**src/rtl/pwm_duty_sequencer.sv**
```systemverilog
// rtl/pwm_duty_sequencer.sv - PWM period counter with debounced, shadowed duty stepping
// Optional macro BTN_AUTOREPEAT_EN enables auto-repeat while a press is held.
module pwm_duty_sequencer #(
    parameter int WIDTH         = 8,
    parameter int STEP          = 16,
    parameter int DEB_CYCLES    = 1000,
    parameter int INIT_DUTY     = 128,
    parameter int REPEAT_CYCLES = 50000
) (
    input  logic             clk,
    input  logic             rst,
    input  logic             btn_up,
    input  logic             btn_dn,
    output logic             pwm_out,
    output logic             period_end,
    output logic [WIDTH-1:0] duty,
    output logic [WIDTH-1:0] duty_shadow
);

    localparam int             DW     = $clog2(DEB_CYCLES + 1);
    localparam logic [DW-1:0]  DEB_W  = DW'(DEB_CYCLES);
    localparam logic [WIDTH:0] STEP_W = (WIDTH + 1)'(STEP);
    localparam logic [WIDTH:0] MAX_W  = {1'b0, {WIDTH{1'b1}}};

    typedef enum logic [1:0] {IDLE, DEBOUNCE, HOLD} state_t;

    state_t           state, state_n;
    logic [WIDTH-1:0] cnt;
    logic [DW-1:0]    deb_cnt, deb_n;
    logic             dir, dir_n;
    logic [WIDTH-1:0] shadow_n;
    logic [WIDTH:0]   up_sum;
    logic [WIDTH-1:0] step_up, step_dn, stepped;
    logic             sole_up, sole_dn, sole_dir;

    assign period_end = &cnt;
    assign sole_up    = btn_up & ~btn_dn;
    assign sole_dn    = btn_dn & ~btn_up;
    assign sole_dir   = dir ? sole_up : sole_dn;

    // Saturating arithmetic in WIDTH+1 bits so the shadow never wraps.
    assign up_sum  = {1'b0, duty_shadow} + STEP_W;
    assign step_up = (up_sum > MAX_W) ? {WIDTH{1'b1}} : up_sum[WIDTH-1:0];
    assign step_dn = ({1'b0, duty_shadow} < STEP_W) ? '0 : duty_shadow - STEP_W[WIDTH-1:0];
    assign stepped = dir ? step_up : step_dn;

`ifdef BTN_AUTOREPEAT_EN
    localparam int            RW    = $clog2(REPEAT_CYCLES + 1);
    localparam logic [RW-1:0] REP_L = RW'(REPEAT_CYCLES - 1);
    logic [RW-1:0] rep_cnt, rep_n;
`endif

    always_ff @(posedge clk or posedge rst) begin
        if (rst) begin
            cnt         <= '0;
            pwm_out     <= 1'b0;
            duty        <= WIDTH'(INIT_DUTY);
            duty_shadow <= WIDTH'(INIT_DUTY);
            state       <= IDLE;
            deb_cnt     <= '0;
            dir         <= 1'b0;
`ifdef BTN_AUTOREPEAT_EN
            rep_cnt     <= '0;
`endif
        end else begin
            cnt         <= cnt + 1'b1;
            pwm_out     <= (cnt < duty);
            // Commit samples the pre-edge shadow, so a same-edge update waits a period.
            if (period_end)
                duty <= duty_shadow;
            duty_shadow <= shadow_n;
            state       <= state_n;
            deb_cnt     <= deb_n;
            dir         <= dir_n;
`ifdef BTN_AUTOREPEAT_EN
            rep_cnt     <= rep_n;
`endif
        end
    end

    always_comb begin
        state_n  = state;
        deb_n    = deb_cnt;
        dir_n    = dir;
        shadow_n = duty_shadow;
`ifdef BTN_AUTOREPEAT_EN
        rep_n    = rep_cnt;
`endif
        case (state)
            IDLE: begin
                if (sole_up | sole_dn) begin
                    state_n = DEBOUNCE;
                    dir_n   = sole_up;
                    deb_n   = DW'(1);
                end
            end
            DEBOUNCE: begin
                if (sole_dir) begin
                    if (deb_cnt == DEB_W) begin
                        shadow_n = stepped;
                        state_n  = HOLD;
                        deb_n    = '0;
`ifdef BTN_AUTOREPEAT_EN
                        rep_n    = '0;
`endif
                    end else begin
                        deb_n = deb_cnt + 1'b1;
                    end
                end else begin
                    state_n = IDLE;
                    deb_n   = '0;
                end
            end
            HOLD: begin
                if (!(btn_up | btn_dn)) begin
                    state_n = IDLE;
`ifdef BTN_AUTOREPEAT_EN
                    rep_n   = '0;
                end else if (sole_dir) begin
                    if (rep_cnt == REP_L) begin
                        shadow_n = stepped;
                        rep_n    = '0;
                    end else begin
                        rep_n = rep_cnt + 1'b1;
                    end
                end else begin
                    rep_n = '0;
`endif
                end
            end
            default: begin
                state_n = IDLE;
                deb_n   = '0;
            end
        endcase
    end

endmodule

```
**config.mk**
```make
export PLATFORM = sky130hd
export DESIGN_NAME = pwm_duty_sequencer
export DESIGN_NICKNAME = d
export VERILOG_FILES = /design/src/rtl/pwm_duty_sequencer.sv
export SDC_FILE = /design/constraint.sdc
export NUM_CORES = 1
export LEC_CHECK = 0
export CORE_MARGIN = 4
export CORE_UTILIZATION = 60
export CTS_CLUSTER_SIZE = 16
export DETAILED_ROUTE_END_ITERATION = 12
export PLACE_DENSITY = 0.84
export SETUP_SLACK_MARGIN = 0.05
export SLEW_MARGIN = 40
export SYNTH_ARGS = -nofsm -noshare
export SYNTH_HDL_FRONTEND = slang
export SYNTH_SLANG_ARGS = --single-unit
export TNS_END_PERCENT = 10
```
**constraint.sdc**
```tcl
create_clock -name clk -period 4.7 [get_ports clk]
set_clock_uncertainty 0.05 [all_clocks]
set_input_delay 0.94 -clock clk [delete_from_list [all_inputs] [get_ports clk]]
set_output_delay 0.94 -clock clk [all_outputs]
set_load 0.03 [all_outputs]
```
==> results.yml <==
cts:
  ctsRootBufferMaster: "clkbuf_4"
  cts_resized: 0
  cts_max_level: 2
  insertion_delay_ps: 340
  path_clk_slew_ps: 100
  ctsHoldBuffers: 0
  cts.sinks: 32
  cts_setup_buffers: 0
  clockBufferDepth: 2
  cts_tree: "yes"
  numCtsBuffers: 5
floorplan:
  io_pins: 22
  chipWidth_um: 65.3
  num_rows: 20
  die_y_um: 65.3
  coreArea_um2: 3100
  start_util_pct: 63.5
  die_area_um2: 4270
synth:
  ys_warn_count: 0
  synth_area_um2: 1970
  avgSynthCellArea_um2: 10.2
  ys_types: 52
  synth_xor_area_share_pct: 4.89
  synthFlopType: "dfrtp_1"
  synth-simple-area-share_pct: 18.0
  yosys.area.top_type_share_pct: 38.1
  synth_top_family_by_area: "simple AND/OR/NAND/NOR gates"
  synth_common_cells: "30 x dfrtp_1, 16 x ha_1, 15 x inv_1"
  yosysMostFrequentCell: "dfrtp_1"
  yosys.area.top_type: "dfrtp_1"
  ys_seq_area_share_pct: 40.8
  synth_compound_area_share_pct: 15.9
  mappedNetlistNets: 213
  synthTopCellsByArea: "dfrtp_1 38%, ha_1 10%, xor2_1 3.6%, inv_1 2.9%, dfstp_2 2.7%"
  ys_seq_elements: 32
  synth-edff-count: 0
  async_reset_ff_share_pct: 100
  synthAdderAreaFrac_pct: 10.2
  syn_inst: 193
  synthMuxAreaShare_pct: 3.87
power:
  vdd_drop_max_mv: 0.308
  design_power_total_mw: 0.702
  power_density_nw_per_um2: 309
  leakage_nw: 0.996
global_routing:
  grt_pass1_vias: 1487
  grt_max_degree: 21
  grt_overflow_total: 0
  grt_pass1_wl_um: 6620
  antenna_found_initial: 0
  groute.usage.overall_pct: 20.1
timing:
  max-slew-margin-rel_pct: 67.5
  finalSetupViolCount: 0
  rsz0062_at_grt: "false"
  layout_min_cycle_time_ps: 3120
  worst_slew_pin_slew_ps: 486
  slew_violations: 0
  fin_crit_sh_pct: 66.4
  whs_ps: 428
  setup_ws_ps: 1580
  finalHoldViolCount: 0
  fmax_mhz: 321
  setup_tns_ps: 0
final_layout:
  fill_cells: 234
  seqCellArea_um2: 803
  multi_input_area_um2: 1040
  antenna_cells: 0
  nets: 232
  finish.utilization_pct: 73.1
  areaGrowthSynthToFinish_pct: 15.2
  final_layout_size_suffix_gt1_share_pct: 12.2
critical_path:
  path_max_fanout: 6
  criticalPathCategory: "flop to output port"
  worstSetupEndpointType: "output port"
  crit_required_ps: 3710
  worstPathArrival_ps: 2130
  reg2reg_slack_ps: 2660
  startpoint_type: "flop"
route:
  drt-initial-drc-count: 96
  routedWlPerCell_um: 14.8
  ant_nets: 0
  drt_wl_total_um: 3800
  drc: 0
  avgViaCountPerCell: 5.82
  firstDrtPassIters: 4
  num_vias: 1497
status:
  outcome: "complete, no violations"
run:
  cap_violations: 0
place:
  portBuffers: 21
  place_ws_ps: 1760
  hpwlAfterDp_um: 2760
  gp_congestion: 0.903
hold_path:
  hold_path_class: "flop to flop"
==> area by class of cell <==
| cell class | count | area share, % |
|---|---|---|
| clock buffers | 7 | 2.87 |
| clock inverters | 1 | 1.32 |
| inverters | 15 | 2.48 |
| multi-input cells | 136 | 45.9 |
| flip-flops and latches | 32 | 35.4 |
| well taps | 44 | 2.43 |
| repair buffers | 22 | 9.59 |
==> power breakdown <==
group | total, mW | leakage [nW] | switching (mW) | internal [mW]
clock network | 0.239 | 0.0515 | 0.0975 | 0.141
registers | 0.335 | 0.420 | 0.0425 | 0.293
logic | 0.128 | 0.525 | 0.0724 | 0.0559
total | 0.702 | 0.996 | 0.212 | 0.490
==> metal layers <==
layer | vias up | GRT usage (%) | routed length (µm)
met1 | 715 | 23.1 | 1640
met4 | 0 | 8.03 | 70
li1 | 731 | - | -
met5 | - | 0 | 0
met3 | 8 | 5.81 | 209
met2 | 43 | 34.9 | 1890
==> final timing paths <==
check | startpoint | end | cells after the start
worst max-delay path | cnt[0]$_DFF_PP0_ | period_end | 4
worst min-delay path | cnt[0]$_DFF_PP0_ | cnt[0]$_DFF_PP0_ | 1
worst max register to register | duty_shadow[4]$_DFFE_PP0P_ | duty_shadow[4]$_DFFE_PP0P_ | 6
worst min register to register | cnt[0]$_DFF_PP0_ | cnt[0]$_DFF_PP0_ | 1
max in group asynchronous | rst | duty_shadow[7]$_DFFE_PP1P_ | 3
min in group asynchronous | rst | cnt[2]$_DFF_PP0_ | 2
==> logic make-up (layout without fill, tap and decap cells) <==
kind of cell	after synthesis	count (layout)
compound gates	44	44
xor+xnor	11	11
fa+ha+maj	16	16
buf+inv	25	45
flops	32	32
mux	7	7
simple gates	58	58
==> state kept, by name, summed over array words and instances, names as in the netlist <==
register,cells
duty_shadow,5
dir,1
duty,5
cnt,8
state,2
pwm_out,1
deb_cnt,10
==> per-stage QoR <==
step           area, µm²  std cells
3_3_place_gp        2170        249
2_1_floorplan       1970        193
3_5_place_dp        2170        249
4_1_cts             2270        257
6_report            2270        257
5_1_grt             2270        257
==> worst max-delay path, cell delays in order, from the launching register on <==
cell	delay (ps)
dfrtp_1	400
ha_1	250
nand3_1	110
nor2_2	290
clkdlybuf4s50_1	740
==> cell usage in the layout (no fill, tap or decap), drive strengths merged, types with 2 or more instances in the layout <==
cell type	n
nor2	15
xnor2	3
a31oi	4
nor3b	2
xor2	8
clkdlybuf4s50	21
mux2	5
nand3	8
a21oi	10
nand3b	3
or3	4
a211oi	2
dfrtp	30
nand2	9
clkbuf	7
o211ai	3
and3	2
o21ai	8
inv	15
nor3	2
and4	3
o31ai	2
nand2b	4
ha	16
dfstp	2
a21o	2
mux2i	2
o2111ai	2
Power figures use the tool's default switching activity.
